`config.mk`:
```
export PLATFORM = sky130hd
export DESIGN_NAME = spi_stream
export DESIGN_NICKNAME = d
export VERILOG_FILES = /design/src/rtl/spi_stream.sv
export SDC_FILE = /design/constraint.sdc
export NUM_CORES = 1
export LEC_CHECK = 0
export CAP_MARGIN = 5
export CORE_UTILIZATION = 48
export DETAILED_ROUTE_END_ITERATION = 10
export GPL_TIMING_DRIVEN = 0
export MAX_ROUTING_LAYER = met4
export PLACE_DENSITY = 0.7
export SLEW_MARGIN = 5
export SYNTH_ARGS = -nofsm -noshare
export SYNTH_HDL_FRONTEND = slang
export SYNTH_SLANG_ARGS = --single-unit
```
`constraint.sdc`:
```
create_clock -name wb_clk -period 6.9 [get_ports wb_clk]
set_input_delay 1.38 -clock wb_clk [delete_from_list [all_inputs] [get_ports wb_clk]]
set_output_delay 1.38 -clock wb_clk [all_outputs]
set_load 0.03 [all_outputs]
```
`src/rtl/spi_stream.sv`:
```
// spi_stream: streaming SPI flash reader sitting in front of spi_tx.
// Software programs a start address (W0) and a word count (W1). The block
// then issues back-to-back 32-bit READ (0x03) transactions, one at a time,
// and stores each returned word in a FIFO. Software drains the FIFO through
// R0 and reads progress through R1.
//
// Optional build macro SPI_STREAM_BSWAP_EN: byte-swap every word on push so
// that flash byte 0 lands in bits [7:0]. Without it, words are stored exactly
// as spi_tx returns them (flash byte 0 in bits [31:24]).
//
// Bus handshake: a request is accepted on the first cycle where wb_dbus_cyc
// is high, the address decodes to this block and ack is low. The register
// side effect (write, FIFO pop) happens on that cycle. ack and rdt follow one
// cycle later for exactly one cycle; rdt is 0 whenever ack is low. The master
// drops wb_dbus_cyc once it has seen ack.
module spi_stream #(
    parameter int ADDR   = 0,
    parameter int AWIDTH = 8,
    parameter int DEPTH  = 8
) (
    input  logic        wb_clk,
    input  logic        wb_rst,
    input  logic [31:0] wb_dbus_adr,
    input  logic [31:0] wb_dbus_dat,
    input  logic        wb_dbus_we,
    input  logic        wb_dbus_cyc,
    output logic [31:0] rdt,
    output logic        ack,
    output logic [7:0]  spi_code,
    output logic [23:0] spi_addr,
    output logic        spi_tx_addr,
    output logic        spi_no_read,
    output logic        spi_req,
    input  logic [31:0] spi_rdata,
    input  logic        spi_ready
);

    localparam int PW = (DEPTH > 1) ? $clog2(DEPTH) : 1;
    localparam int LW = PW + 1;
    localparam logic [AWIDTH-1:0] DEC_VAL    = AWIDTH'(ADDR);
    localparam logic [LW-1:0]     FULL_LEVEL = LW'(DEPTH);

    typedef enum logic [2:0] {
        S_IDLE,
        S_ISSUE,
        S_WAIT_LO,
        S_WAIT_HI,
        S_PUSH
    } state_t;

    // Controller state
    state_t      state_q;
    logic [23:0] addr_q;
    logic [15:0] remaining_q;
    logic        spi_req_q;
    logic        push_done_q;

    // Bus side
    logic        ack_q;
    logic [31:0] rdt_q;
    logic [31:0] rdt_d;

    // FIFO storage
    logic [31:0]   mem_q [DEPTH];
    logic [PW-1:0] wr_ptr_q;
    logic [PW-1:0] rd_ptr_q;
    logic [LW-1:0] level_q;
    logic [LW-1:0] level_d;

    // Address decode and register access strobes
    logic        sel;
    logic        bus_act;
    logic        bus_rd;
    logic        bus_wr;
    logic [1:0]  reg_off;
    logic        wr_start;
    logic        wr_count;

    logic        fifo_empty;
    logic        fifo_full;
    logic        push;
    logic        pop;
    logic [15:0] rem_after;
    logic [31:0] push_data;
    logic [31:0] status;
    logic        busy;

    // Address and data bits this block does not decode
    logic        unused_bits;
    assign unused_bits = ^{wb_dbus_adr[31-AWIDTH:4], wb_dbus_adr[1:0], wb_dbus_dat[31:24]};

    assign sel      = (wb_dbus_adr[31 -: AWIDTH] == DEC_VAL);
    assign bus_act  = wb_dbus_cyc & sel & ~ack_q;
    assign bus_rd   = bus_act & ~wb_dbus_we;
    assign bus_wr   = bus_act & wb_dbus_we;
    assign reg_off  = wb_dbus_adr[3:2];
    assign wr_start = bus_wr & (reg_off == 2'd0);
    assign wr_count = bus_wr & (reg_off == 2'd1) & (wb_dbus_dat[15:0] != 16'd0);

    assign fifo_empty = (level_q == '0);
    assign fifo_full  = (level_q == FULL_LEVEL);
    assign busy       = (state_q != S_IDLE);

    // Only the first PUSH cycle writes; later PUSH cycles just wait for room.
    assign push      = (state_q == S_PUSH) & ~push_done_q;
    assign pop       = bus_rd & (reg_off == 2'd0) & ~fifo_empty;
    assign level_d   = level_q + LW'(push) - LW'(pop);
    assign rem_after = push ? (remaining_q - 16'd1) : remaining_q;

`ifdef SPI_STREAM_BSWAP_EN
    assign push_data = {spi_rdata[7:0], spi_rdata[15:8], spi_rdata[23:16], spi_rdata[31:24]};
`else
    assign push_data = spi_rdata;
`endif

    assign status = {remaining_q, 8'(level_q), 6'b0, busy, fifo_empty};

    assign rdt         = rdt_q;
    assign ack         = ack_q;
    assign spi_code    = 8'h03;
    assign spi_addr    = addr_q;
    assign spi_tx_addr = 1'b1;
    assign spi_no_read = 1'b0;
    assign spi_req     = spi_req_q;

    // Read data mux: FIFO head (0 when empty) or status; 0 otherwise
    always_comb begin
        rdt_d = '0;
        if (bus_rd) begin
            case (reg_off)
                2'd0:    rdt_d = fifo_empty ? 32'd0 : mem_q[rd_ptr_q];
                2'd1:    rdt_d = status;
                default: rdt_d = '0;
            endcase
        end
    end

    // Bus response: one-cycle ack with registered read data
    always_ff @(posedge wb_clk) begin
        if (wb_rst) begin
            ack_q <= 1'b0;
            rdt_q <= '0;
        end else begin
            ack_q <= bus_act;
            rdt_q <= rdt_d;
        end
    end

    // Transaction sequencer: one spi_tx read in flight, never issued without FIFO room
    always_ff @(posedge wb_clk) begin
        if (wb_rst) begin
            state_q     <= S_IDLE;
            addr_q      <= '0;
            remaining_q <= '0;
            spi_req_q   <= 1'b0;
            push_done_q <= 1'b0;
        end else begin
            case (state_q)
                S_IDLE: begin
                    if (wr_start) begin
                        addr_q <= wb_dbus_dat[23:0];
                    end
                    if (wr_count) begin
                        remaining_q <= wb_dbus_dat[15:0];
                    end
                    // spi_tx is not reset with us, so wait for it to be idle
                    if ((remaining_q != 16'd0) && spi_ready && !fifo_full) begin
                        state_q   <= S_ISSUE;
                        spi_req_q <= 1'b1;
                    end
                end
                S_ISSUE: begin
                    spi_req_q <= 1'b0;
                    state_q   <= S_WAIT_LO;
                end
                S_WAIT_LO: begin
                    if (!spi_ready) begin
                        state_q <= S_WAIT_HI;
                    end
                end
                S_WAIT_HI: begin
                    if (spi_ready) begin
                        state_q     <= S_PUSH;
                        push_done_q <= 1'b0;
                    end
                end
                S_PUSH: begin
                    if (!push_done_q) begin
                        addr_q      <= addr_q + 24'd4;
                        remaining_q <= remaining_q - 16'd1;
                        push_done_q <= 1'b1;
                    end
                    if (rem_after == 16'd0) begin
                        state_q <= S_IDLE;
                    end else if (level_d != FULL_LEVEL) begin
                        state_q   <= S_ISSUE;
                        spi_req_q <= 1'b1;
                    end
                end
                default: begin
                    state_q   <= S_IDLE;
                    spi_req_q <= 1'b0;
                end
            endcase
        end
    end

    // FIFO storage write port
    always_ff @(posedge wb_clk) begin
        if (push) begin
            mem_q[wr_ptr_q] <= push_data;
        end
    end

    // FIFO pointers and level; push and pop in one cycle leave the level unchanged
    always_ff @(posedge wb_clk) begin
        if (wb_rst) begin
            wr_ptr_q <= '0;
            rd_ptr_q <= '0;
            level_q  <= '0;
        end else begin
            if (push) begin
                wr_ptr_q <= wr_ptr_q + PW'(1);
            end
            if (pop) begin
                rd_ptr_q <= rd_ptr_q + PW'(1);
            end
            level_q <= level_d;
        end
    end

endmodule
```
==> summary.md <==
| Metric | Value |
|---|---|
| H-tree depth | 2 |
| Die H | 174.9 µm |
| Post-synth ARST share | 0% |
| Post-cts resize count | 0 |
| HPWL Detailed | ~24000 µm |
| Root Driver | clkbuf_16 |
| Worst-path maximum fanout | 7 |
| Vias | ~9400 |
| Clock sink total | 347 |
| Remaining DRCs | 0 |
| Via/cell ratio | around 6 |
| Pre-CTS WS | roughly 1700 ps |
| PnR Total Power | 0.004311 W |
| Worst hold stages | 2 |
| R2r setup slk | between 2000 and 3000 ps |
| Crit path time final | 4766 ps |
| Clock tree buffer depth | 3 |
| Vias in the first global route | a little over 9000 |
| Crit path cell chain | clkdlybuf4s50_1 -> a211oi_1 -> or3b_1 -> buf_2 -> nand2b_1 -> nand2_1 -> ha_1 -> inv_1 -> fa_1 -> xnor2_1 -> or4_1 -> nand3b_1 -> a211oi_1 |
| RSZ-0062 raised after global routing | false |
| Overall routed net length | ~35000 µm |
| Slowest-stage cell, CP | a211oi_1 |
| First-pass GRT wire length | 53520 µm |
| Wire per inst | about 22 µm |
| Fin Hold WS | 497.1 ps |
| Final nets | 1297 |
| Post-CTS setup buffers | 0 |
| Setup violators final | 0 |
| FILL cells | roughly 2300 |
| Top delay family on crit path | simple AND/OR/NAND/NOR gates |
| Post-route setup slack | 2134 ps |
| Initial DRC Count | ~1100 |
| Ys Warns | 0 |
| Initial core utilization | about half |
| Total grt overflow | 0 |
| Die ar. | between 0.03 and 0.04 mm² |
| P&R area growth vs syn | 23.32% |
| RR Startpoint | level_q[2] |
| Crit path kind | in -> reg |
| Die X | ~170 µm |
| I/O pins | 169 |
| Area of the mapped netlist | 0.01435 mm² |
| Min-delay worst type | reg -> reg |
| Cell taking the most area after synthesis | edfxtp_1 |
| Setup TNS | 0 ps |
| Largest net degree at the start of global routing | 23 |
| Crit start category | input port |
| CP endpoint kind | register |
| Worst EP arrival | around 5200 ps |
| Core ar. | about 0.029 mm² |
| Post-synth top flop | edfxtp_1 |
| Critical path endpoint | state_q[2] |
| Crit path required time | ~7300 ps |
| Synthesized instance count | approximately 980 |
| TritonCTS clock tree | built |
| Top cells by area, synth | edfxtp_1, dfxtp_1, mux4_2 |
| Worst Min Path Start | spi_addr[23] |
| Endpoints failing hold | 0 |
| Max Cap Violations | 0 |
| Reg-to-Reg End | state_q[2] |
| Syn avg cell area | ~15 µm² |
| Cts hold-fix bufs | 0 |
| PortBufs | 127 |
| Post-route ant nets | 0 |
| Worst slew pin tran | roughly 900 ps |
| CP most frequent cell | a211oi_1 |
| Global Route Usage Sum | a little under a quarter |
| Worst path depth | 13 |
| TritonRoute pass-1 iters | 6 |
| Number of core rows | 62 |
| Crit share post-route | a little under 70% |
| Netlist cell types | 66 |
| Max incr delay on CP | 710 ps |
| Cell Pwr Density | 243.7 mW/mm² |
| Layout cells sized above 1 | 18.35% |
| Seq/Total Area, Yosys | 66.29% |
| Fmax achieved | 209.8 MHz |
| Placer Congestion | 0.9364 |
| EDFF count, synth | approximately 260 |
| Status | completed |
| Rel. slew slack | between 30% and 40% |
| Worst skew pair latency | approximately 530 ps |
| R2R depth | 14 |
| Fin. max-slew vios | 0 |
| Total CTS buffers | 37 |
| Post-synth top area share | 53.59% |
| Worst Setup SP | wb_dbus_adr[3] |
| Leak | roughly 5.7 nW |
| Clk_skew | ~13 ps |
| Reg clk slew, reported paths | about 60 ps |
| Max rail drop VDD | slightly above 0.2 mV |
| Cell area after placement | approximately 0.016 mm² |
| Synthesis-stage register bit count | 347 |
| Initial antenna violation count | 2 |
| Final instance area | approximately 0.018 mm² |
| WP buf/inv | 3 |
-- layout make-up --
type	instances	area [µm²]	area share, %
Tap cell	384	480.5	2.716
Antenna cell	2	5.005	0.02829
Clock inverter	19	198.9	1.125
Buffer	75	352.8	1.994
Multi-Input combinational cell	557	4511	25.50
Inverter	13	48.80	0.2758
Timing Repair Buffer	155	1563	8.834
Sequential cell	347	9509	53.75
Clock buffer	49	1022	5.778
-- worst reg2reg max path, cell delays in order (launching register included) --
cell and delay (ps):
dfxtp_1 330, inv_1 90, ha_1 230, a211oi_1 650, or3b_1 410, buf_2 180, nand2b_1 200, nand2_1 90
ha_1 160, inv_1 60, fa_1 390, xnor2_1 160, or4_1 540, nand3b_1 220, a211oi_1 210
-- cells in the mapped netlist (all sizes together) (4+ instances only) --
library cell / instances
a2111oi: 5
a211oi: 12
a21oi: 46
a22oi: 22
a2bb2oi: 4
a31oi: 5
and3: 4
and4: 6
buf: 32
clkbuf: 43
dfxtp: 91
edfxtp: 256
ha: 9
inv: 13
mux2: 22
mux2i: 14
mux4: 64
nand2: 71
nand2b: 10
nand3: 14
nand4: 9
nor2: 85
nor2b: 6
nor3: 15
nor4: 11
nor4b: 5
o21ai: 35
o22ai: 7
o31ai: 10
or2: 6
or4: 4
-- cell usage in the layout, fill, tap and decap left out, drive strengths merged, types with 11 or more instances in the layout --
cell and instances:
a211oi 12, a21oi 46, a22oi 22, buf 60, clkbuf 92, clkdlybuf4s50 127, clkinv 13, dfxtp 91
edfxtp 256, inv 14, mux2 22, mux2i 14, mux4 64, nand2 71, nand3 14, nor2 85
nor3 15, nor4 11, o21ai 35
-- report_power, final --
| group | internal [W] | switching (W) |
|---|---|---|
| sequential | 0.00224 | 0.000000134 |
| combinational | 0.0000477 | 0.0000552 |
| clock | 0.00116 | 0.000808 |
-- registers in the layout (all words and copies together) (netlist names), 3 cells and up, named ones only --
register     count
remaining_q     16
spi_addr        24
rdt             32
level_q          4
wr_ptr_q         3
state_q          3
rd_ptr_q         3
mem_q          256
-- metrics by stage --
stage	util, %	std cells
2_1_floorplan	-	992
6_report	60.98	1601
3_5_place_dp	56.75	1531
4_1_cts	60.96	1599
3_3_place_gp	55.58	1503
5_1_grt	60.98	1601
-- cells by family after synthesis --
kind of cell | count (synthesis) | share of synthesized area (%)
compound gates | 170 | 7.667
simple gates | 261 | 9.150
flops | 347 | 66.29
mux | 100 | 12.75
fa+ha+maj | 10 | 0.9246
other cells | 2 | 0.05235
xor+xnor | 6 | 0.3664
buf+inv | 88 | 2.800
-- worst min path at each step --
stage,endpoint
after floorplan,remaining_q[11]
after global placement,spi_addr[23]
after detailed placement,spi_addr[23]
after CTS,spi_addr[23]
after global routing,spi_addr[23]
final,spi_addr[23]
-- routing by layer --
metal  up-vias  track usage, %  wire, µm
li1       4222               -         -
met1      4655           32.38     14790
met2       460           36.54     16250
met3        87           3.938      2741
met4         0           7.935       878
met5         -               -         0
Note: power is estimated with default switching activity, not from simulation.
